==> src/rtl/rc5_pkg.sv <==
// Shared RC5 key-schedule constants and the controller state encoding.
package rc5_pkg;

   localparam int          W  = 32;
   localparam int          T  = 26;
   localparam int          C  = 4;
   localparam logic [31:0] PW = 32'hB7E15163;
   localparam logic [31:0] QW = 32'h9E3779B9;

   typedef enum logic [2:0] {
      IDLE,
      LOAD_L,
      INIT_S,
      MIX_RD,
      MIX_WR,
      DONE
   } state_e;

endpackage

==> src/rtl/rc5_rotl.sv <==
// Combinational W-bit rotate-left; only the low clog2(W) amount bits matter.
module rc5_rotl #(
   parameter int W  = 32,
   parameter int AW = $clog2(W)
) (
   input  logic [W-1:0]  data_i,
   input  logic [AW-1:0] amt_i,
   output logic [W-1:0]  result_o
);

   logic [2*W-1:0] dbl;

   // Shifting a doubled copy leaves the rotated word in the upper half.
   assign dbl      = {data_i, data_i} << amt_i;
   assign result_o = dbl[2*W-1:W];

endmodule

==> src/rtl/rc5_keysched_ctrl.sv <==
// RC5 key-expansion controller: loads L, initialises S, then runs the
// 3*max(T,C) mixing passes against external single-port S and L RAMs.
module rc5_keysched_ctrl #(
   parameter int          W   = rc5_pkg::W,
   parameter int          T   = rc5_pkg::T,
   parameter int          C   = rc5_pkg::C,
   parameter logic [W-1:0] PW = W'(rc5_pkg::PW),
   parameter logic [W-1:0] QW = W'(rc5_pkg::QW),
   localparam int         SAW = $clog2(T),
   localparam int         LAW = $clog2(C)
) (
   input  logic           clk2,
   input  logic           rst,
   input  logic           start,
   input  logic           key_valid,
   input  logic [W-1:0]   key_word,
   output logic           key_ready,
   output logic [SAW-1:0] s_addr,
   output logic [W-1:0]   s_wdata,
   output logic           s_we,
   input  logic [W-1:0]   s_rdata,
   output logic [LAW-1:0] l_addr,
   output logic [W-1:0]   l_wdata,
   output logic           l_we,
   input  logic [W-1:0]   l_rdata,
   output logic           busy,
   output logic           done
);

   import rc5_pkg::*;

   localparam int KW   = (SAW > LAW) ? SAW : LAW;
   localparam int NMIX = 3 * ((T > C) ? T : C);
   localparam int NW   = $clog2(NMIX);
   localparam int RW   = $clog2(W);

   state_e         state_q, state_d;
   logic [SAW-1:0] i_q, i_d;
   logic [LAW-1:0] j_q, j_d;
   logic [KW-1:0]  k_q, k_d;
   logic [NW-1:0]  n_q, n_d;
   logic [W-1:0]   a_q, a_d, b_q, b_d, run_q, run_d;

   logic [W-1:0]   a_sum, a_new, b_sum, b_new, ab_sum;

   assign a_sum  = s_rdata + a_q + b_q;
   assign ab_sum = a_new + b_q;
   assign b_sum  = l_rdata + ab_sum;

   rc5_rotl #(.W(W)) u_rotl_a (
      .data_i   (a_sum),
      .amt_i    (RW'(3)),
      .result_o (a_new)
   );

   rc5_rotl #(.W(W)) u_rotl_b (
      .data_i   (b_sum),
      .amt_i    (ab_sum[RW-1:0]),
      .result_o (b_new)
   );

   // NOTE: state registers use non-blocking assignments so every flop samples pre-edge values.
   always_ff @(posedge clk2 or posedge rst) begin
      if (rst) begin
         state_q <= IDLE;
         i_q     <= '0;
         j_q     <= '0;
         k_q     <= '0;
         n_q     <= '0;
         a_q     <= '0;
         b_q     <= '0;
         run_q   <= '0;
      end else begin
         state_q <= state_d;
         i_q     <= i_d;
         j_q     <= j_d;
         k_q     <= k_d;
         n_q     <= n_d;
         a_q     <= a_d;
         b_q     <= b_d;
         run_q   <= run_d;
      end
   end

   // NOTE: every signal driven here gets a default first, so no path can infer a latch.
   always_comb begin
      state_d   = state_q;
      i_d       = i_q;
      j_d       = j_q;
      k_d       = k_q;
      n_d       = n_q;
      a_d       = a_q;
      b_d       = b_q;
      run_d     = run_q;
      key_ready = 1'b0;
      s_addr    = '0;
      s_wdata   = '0;
      s_we      = 1'b0;
      l_addr    = '0;
      l_wdata   = '0;
      l_we      = 1'b0;
      busy      = 1'b0;
      done      = 1'b0;

      case (state_q)
         IDLE, DONE: begin
            done = (state_q == DONE);
            if (start) begin
               state_d = LOAD_L;
               i_d     = '0;
               j_d     = '0;
               k_d     = '0;
               n_d     = '0;
               a_d     = '0;
               b_d     = '0;
               run_d   = PW;
            end
         end
         LOAD_L: begin
            busy      = 1'b1;
            key_ready = 1'b1;
            l_addr    = k_q[LAW-1:0];
            l_wdata   = key_word;
            if (key_valid) begin
               l_we = 1'b1;
               if (k_q == KW'(C-1)) begin
                  k_d     = '0;
                  state_d = INIT_S;
               end else begin
                  k_d = k_q + KW'(1);
               end
            end
         end
         INIT_S: begin
            busy    = 1'b1;
            s_we    = 1'b1;
            s_addr  = k_q[SAW-1:0];
            s_wdata = run_q;
            run_d   = run_q + QW;
            if (k_q == KW'(T-1)) begin
               k_d     = '0;
               state_d = MIX_RD;
            end else begin
               k_d = k_q + KW'(1);
            end
         end
         MIX_RD: begin
            busy    = 1'b1;
            s_addr  = i_q;
            l_addr  = j_q;
            state_d = MIX_WR;
         end
         MIX_WR: begin
            // Read data for i/j arrived from the MIX_RD cycle; write back in place.
            busy    = 1'b1;
            s_addr  = i_q;
            l_addr  = j_q;
            s_we    = 1'b1;
            l_we    = 1'b1;
            s_wdata = a_new;
            l_wdata = b_new;
            a_d     = a_new;
            b_d     = b_new;
            i_d     = (i_q == SAW'(T-1)) ? '0 : i_q + SAW'(1);
            j_d     = (j_q == LAW'(C-1)) ? '0 : j_q + LAW'(1);
            n_d     = n_q + NW'(1);
            state_d = (n_q == NW'(NMIX-1)) ? DONE : MIX_RD;
         end
         default: state_d = IDLE;
      endcase
   end

endmodule

==> config.mk <==
export PLATFORM = sky130hd
export DESIGN_NAME = rc5_keysched_ctrl
export DESIGN_NICKNAME = d
export VERILOG_FILES = /design/src/rtl/rc5_pkg.sv /design/src/rtl/rc5_rotl.sv /design/src/rtl/rc5_keysched_ctrl.sv
export SDC_FILE = /design/constraint.sdc
export NUM_CORES = 1
export LEC_CHECK = 0
export CAP_MARGIN = 0
export CORE_MARGIN = 4
export CORE_UTILIZATION = 45
export DETAILED_ROUTE_END_ITERATION = 8
export PLACE_DENSITY_LB_ADDON = 0.08
export SLEW_MARGIN = 5
export SYNTH_ARGS = -nofsm -noshare
export SYNTH_HDL_FRONTEND = slang
export SYNTH_SLANG_ARGS = --single-unit
==> constraint.sdc <==
create_clock -name clk2 -period 30.3 [get_ports clk2]
set_input_delay 3.03 -clock clk2 [delete_from_list [all_inputs] [get_ports clk2]]
set_output_delay 3.03 -clock clk2 [all_outputs]
set_load 0.02 [all_outputs]
==> report_table.html <==
<table>
<tr><th>Metric</th><th>Value</th></tr>
<tr><th colspan="2">Floorplan</th></tr>
<tr><td>Starting density of the core</td><td>45.6%</td></tr>
<tr><td>Placeable core region</td><td>30,600 um2</td></tr>
<tr><td>Die extent in x</td><td>184 um</td></tr>
<tr><td>Number of ports placed on the die boundary</td><td>176</td></tr>
<tr><td>Die outline height</td><td>184 um</td></tr>
<tr><td>Standard-cell rows</td><td>64</td></tr>
<tr><td>Total die area</td><td>33,900 um2</td></tr>
<tr><th colspan="2">Hold path</th></tr>
<tr><td>Min-delay worst type</td><td>reg2reg</td></tr>
<tr><th colspan="2">Synth</th></tr>
<tr><td>Flip-flop and latch count after synthesis</td><td>118</td></tr>
<tr><td>Avg Inst Size Synth</td><td>8.01 um2</td></tr>
<tr><td>Proportion of synthesized chip area in sequential cells</td><td>21.2%</td></tr>
<tr><td>Total nets after synthesis</td><td>1,976</td></tr>
<tr><td>Dominant combinational cell family by area after synthesis</td><td>compound AO/OA/AOI/OAI gates</td></tr>
<tr><td>Post-synthesis simple-gate area fraction</td><td>19.7%</td></tr>
<tr><td>Fraction of the mapped netlist area in adder cells</td><td>13.8%</td></tr>
<tr><td>Proportion of synthesized area in mux cells</td><td>5.03%</td></tr>
<tr><td>Parity-gate share of the synthesized area counting xor and xnor cells</td><td>5.98%</td></tr>
<tr><td>EDFF count, synth</td><td>0</td></tr>
<tr><td>Share of the synthesized area in the top cell type</td><td>21.2%</td></tr>
<tr><td>Leading area contributor after synthesis</td><td>sky130_fd_sc_hd__dfrtp_1</td></tr>
<tr><td>Post-Synthesis Cells</td><td>1,742</td></tr>
<tr><td>Area of the mapped netlist</td><td>13,900 um2</td></tr>
<tr><td>Cell types occupying the most area after synthesis</td><td>sky130_fd_sc_hd__dfrtp_1 21%, sky130_fd_sc_hd__ha_1 9.0%, sky130_fd_sc_hd__nand2_1 6.2%</td></tr>
<tr><td>Number of warnings reported in the yosys synthesis log</td><td>0</td></tr>
<tr><td>Fraction of the mapped netlist area in compound gates</td><td>30.6%</td></tr>
<tr><td>Top FF cell, synth</td><td>sky130_fd_sc_hd__dfrtp_1</td></tr>
<tr><td>Async set or reset register ratio after synthesis</td><td>100%</td></tr>
<tr><td>Number of distinct library cell variants in the gate-level netlist after synthesis</td><td>88</td></tr>
<tr><th colspan="2">Cells and area</th></tr>
<tr><td>Total Nets Final</td><td>2,096</td></tr>
<tr><td>Number of diodes</td><td>0</td></tr>
<tr><td>Final cell count without fillers</td><td>2,270</td></tr>
<tr><td>Layout filler cell count</td><td>2,953</td></tr>
<tr><td>Fraction of final layout cells with drive strength greater than 1</td><td>5.28%</td></tr>
<tr><td>Layout Utilization</td><td>54.2%</td></tr>
<tr><td>Area growth from synthesis to final layout</td><td>18.9%</td></tr>
<tr><th colspan="2">Timing</th></tr>
<tr><td>Total negative setup slack</td><td>0 ps</td></tr>
<tr><td>Layout Skew</td><td>8.63 ps</td></tr>
<tr><td>Final Slew Violations</td><td>0</td></tr>
<tr><td>Slew at the pin with the worst max-slew slack</td><td>1030 ps</td></tr>
<tr><td>Portion of the clock cycle consumed by the worst path in the final layout</td><td>54.1%</td></tr>
<tr><td>Min Clock Period, post-route</td><td>16,400 ps</td></tr>
<tr><td>Unrepaired setup endpoints after global routing</td><td>no</td></tr>
<tr><td>Final hold violation count</td><td>0</td></tr>
<tr><td>Max Freq</td><td>61.0 MHz</td></tr>
<tr><td>Max_slew headroom</td><td>29.6%</td></tr>
<tr><td>Number of endpoints failing setup at the final stage</td><td>0</td></tr>
<tr><td>PnR worst setup slack</td><td>13,900 ps</td></tr>
<tr><th colspan="2">Setup path</th></tr>
<tr><td>Endpoint kind of the worst setup timing path</td><td>output port</td></tr>
<tr><td>Type of the setup path with the least slack</td><td>in2out</td></tr>
<tr><td>CP dominant cell by count</td><td>sky130_fd_sc_hd__ha_1</td></tr>
<tr><td>Startpoint class of the critical path</td><td>input pin</td></tr>
<tr><td>Max FO, Critical Path</td><td>6</td></tr>
<tr><td>CP arrival</td><td>13,370 ps</td></tr>
<tr><td>Req. time, crit path</td><td>27,270 ps</td></tr>
<tr><td>Critical-path top delay cell</td><td>sky130_fd_sc_hd__clkdlybuf4s50_1</td></tr>
<tr><td>Maximum cell stage delay along the critical path</td><td>610 ps</td></tr>
<tr><th colspan="2">Routing</th></tr>
<tr><td>Antenna Nets Post-Route</td><td>0</td></tr>
<tr><td>Total DRC errors in the routed layout</td><td>0</td></tr>
<tr><td>Starting DRT DRC Count</td><td>1,543</td></tr>
<tr><td>DR vias</td><td>14,400</td></tr>
<tr><td>Wire length reported by the detailed router</td><td>51.5 mm</td></tr>
<tr><td>Via-to-Cell Ratio</td><td>6.35</td></tr>
<tr><td>Routed wirelength normalized by instance count</td><td>22.7 um</td></tr>
<tr><td>Number of detailed-route iterations in the first pass</td><td>6</td></tr>
<tr><th colspan="2">Place</th></tr>
<tr><td>Worst setup slack after placement</td><td>14,030 ps</td></tr>
<tr><td>Number of cells in the design after placement</td><td>2,239</td></tr>
<tr><td>HPWL after DPL</td><td>40.5 mm</td></tr>
<tr><td>RD Place Congestion</td><td>0.983</td></tr>
<tr><td>IO buf count</td><td>175</td></tr>
<tr><th colspan="2">Clock network</th></tr>
<tr><td>Worst-skew pair later-pin latency</td><td>430 ps</td></tr>
<tr><td>Number of sinks handled by clock tree synthesis</td><td>118</td></tr>
<tr><td>Gates resized, CTS repair</td><td>0</td></tr>
<tr><td>Number of buffers inserted during clock tree synthesis</td><td>17</td></tr>
<tr><td>H-tree depth reported by CTS</td><td>4</td></tr>
<tr><td>CTS root buf</td><td>sky130_fd_sc_hd__clkbuf_16</td></tr>
<tr><td>Post CTS Setup Buffer Count</td><td>0</td></tr>
<tr><td>Post-CTS Hold Fix Bufs</td><td>0</td></tr>
<tr><td>Clock slew at reported path FFs</td><td>50 ps</td></tr>
<tr><td>Buffer depth of the longest clock path</td><td>2</td></tr>
<tr><td>TritonCTS clock tree</td><td>built</td></tr>
<tr><th colspan="2">GRT</th></tr>
<tr><td>Initial antenna violation count</td><td>1</td></tr>
<tr><td>Grt total ovfl</td><td>0</td></tr>
<tr><td>First-pass GRT wire length</td><td>79.6 mm</td></tr>
<tr><td>Maximum number of pins on one net before global-route repair</td><td>75</td></tr>
<tr><td>Via count of the first global-routing pass</td><td>13,600</td></tr>
<tr><td>Global Route Usage Sum</td><td>30.1%</td></tr>
<tr><th colspan="2">Run</th></tr>
<tr><td>Number of max-cap violations</td><td>0</td></tr>
<tr><th colspan="2">Run status</th></tr>
<tr><td>Outcome</td><td>finished, final reports clean</td></tr>
</table>
-- cells in the mapped netlist (15+ instances only) --
cell type	n
sky130_fd_sc_hd__a211oi_1	31
sky130_fd_sc_hd__a21o_1	87
sky130_fd_sc_hd__a21oi_1	131
sky130_fd_sc_hd__a31oi_1	23
sky130_fd_sc_hd__and2_1	30
sky130_fd_sc_hd__and3_1	18
sky130_fd_sc_hd__clkbuf_1	68
sky130_fd_sc_hd__dfrtp_1	118
sky130_fd_sc_hd__fa_1	34
sky130_fd_sc_hd__ha_1	100
sky130_fd_sc_hd__inv_1	43
sky130_fd_sc_hd__mux2i_1	33
sky130_fd_sc_hd__nand2_1	229
sky130_fd_sc_hd__nand2b_1	18
sky130_fd_sc_hd__nand3_1	57
sky130_fd_sc_hd__nand4_1	15
sky130_fd_sc_hd__nor2_1	116
sky130_fd_sc_hd__nor3_1	36
sky130_fd_sc_hd__o211ai_1	38
sky130_fd_sc_hd__o21a_1	23
sky130_fd_sc_hd__o21ai_0	106
sky130_fd_sc_hd__o21ai_1	21
sky130_fd_sc_hd__or3_1	22
sky130_fd_sc_hd__xnor2_1	63
sky130_fd_sc_hd__xor2_1	27
-- per-stage QoR --
stage | instance area (um2) | hold WS (ps)
final | 16600 | 482
after global routing | 16600 | 520
after CTS | 16600 | 484
after detailed placement | 16000 | 475
after global placement | 16000 | 465
after floorplan | 13900 | 450
-- area by class of cell --
class                   count  area [um2]  area share [%]
clock buffers              21         440            2.66
inverters                  43         164           0.988
flip-flops and latches    118        2950            17.8
multi-input cells        1492       10500            63.5
well taps                 396         495            2.99
clock inverters            10         131           0.792
repair buffers            190        1860            11.2
-- state kept, by name, summed over array words and instances (netlist names) --
signal / flops
a_q: 32
b_q: 32
run_q: 32
n_q: 7
i_q: 5
k_q: 5
state_q: 3
j_q: 2
-- per-layer routing --
layer,track usage [%],vias up,part of all wire (%)
li1,-,6761,-
met1,44.7,6898,45
met2,43.5,671,42
met3,6.41,84,9.3
met4,9.52,2,3.0
met5,0,-,0.025
-- cell usage in the layout (no fill, tap or decap), types with 17 or more instances in the layout --
cell type                         instances
sky130_fd_sc_hd__clkbuf_16               17
sky130_fd_sc_hd__a31oi_1                 23
sky130_fd_sc_hd__a21oi_1                131
sky130_fd_sc_hd__o211ai_1                38
sky130_fd_sc_hd__a21o_1                  87
sky130_fd_sc_hd__or3_1                   22
sky130_fd_sc_hd__and3_1                  18
sky130_fd_sc_hd__o21ai_1                 21
sky130_fd_sc_hd__nand2_1                229
sky130_fd_sc_hd__xor2_1                  26
sky130_fd_sc_hd__nand3_1                 57
sky130_fd_sc_hd__and2_1                  30
sky130_fd_sc_hd__o21ai_0                106
sky130_fd_sc_hd__a211oi_1                31
sky130_fd_sc_hd__nand2b_1                18
sky130_fd_sc_hd__nor2_1                 111
sky130_fd_sc_hd__fa_1                    34
sky130_fd_sc_hd__o21a_1                  23
sky130_fd_sc_hd__clkdlybuf4s50_1        175
sky130_fd_sc_hd__mux2i_1                 33
sky130_fd_sc_hd__ha_1                   100
sky130_fd_sc_hd__xnor2_1                 62
sky130_fd_sc_hd__dfrtp_1                118
sky130_fd_sc_hd__nor3_1                  36
sky130_fd_sc_hd__inv_1                   42
-- kinds of logic (layout without fill, tap and decap cells) --
| group | after synthesis | after routing |
|---|---|---|
| and+or+nand+nor | 589 | 589 |
| adders and majority gates | 134 | 134 |
| DFF | 118 | 118 |
| buffers and inverters | 132 | 264 |
| AOI/OAI and AO/OA | 623 | 623 |
| xor gates and xnor gates | 92 | 92 |
| muxes | 54 | 54 |
-- critical path, delay by kind of cell --
family          cells  cell delay, ps
compound gates     20            5230
xor+xnor            3             910
fa+ha+maj           5            1860
buf+inv             4            1160
simple gates        5            1170
-- worst paths after layout --
kind	cells after the start	from	end	slack, ps
max	37	s_rdata[1]	l_wdata[18]	13900
min	1	run_q[31]	run_q[31]	480
max reg2reg	35	b_q[1]	b_q[5]	20410
min reg2reg	1	run_q[31]	run_q[31]	480
max in group asynchronous	3	rst	b_q[22]	25840
min in group asynchronous	2	rst	run_q[15]	3030
Power is left out: the tool's default activity adds up to more than one toggle a clock period on the data nets, which glitch-free logic cannot reach.
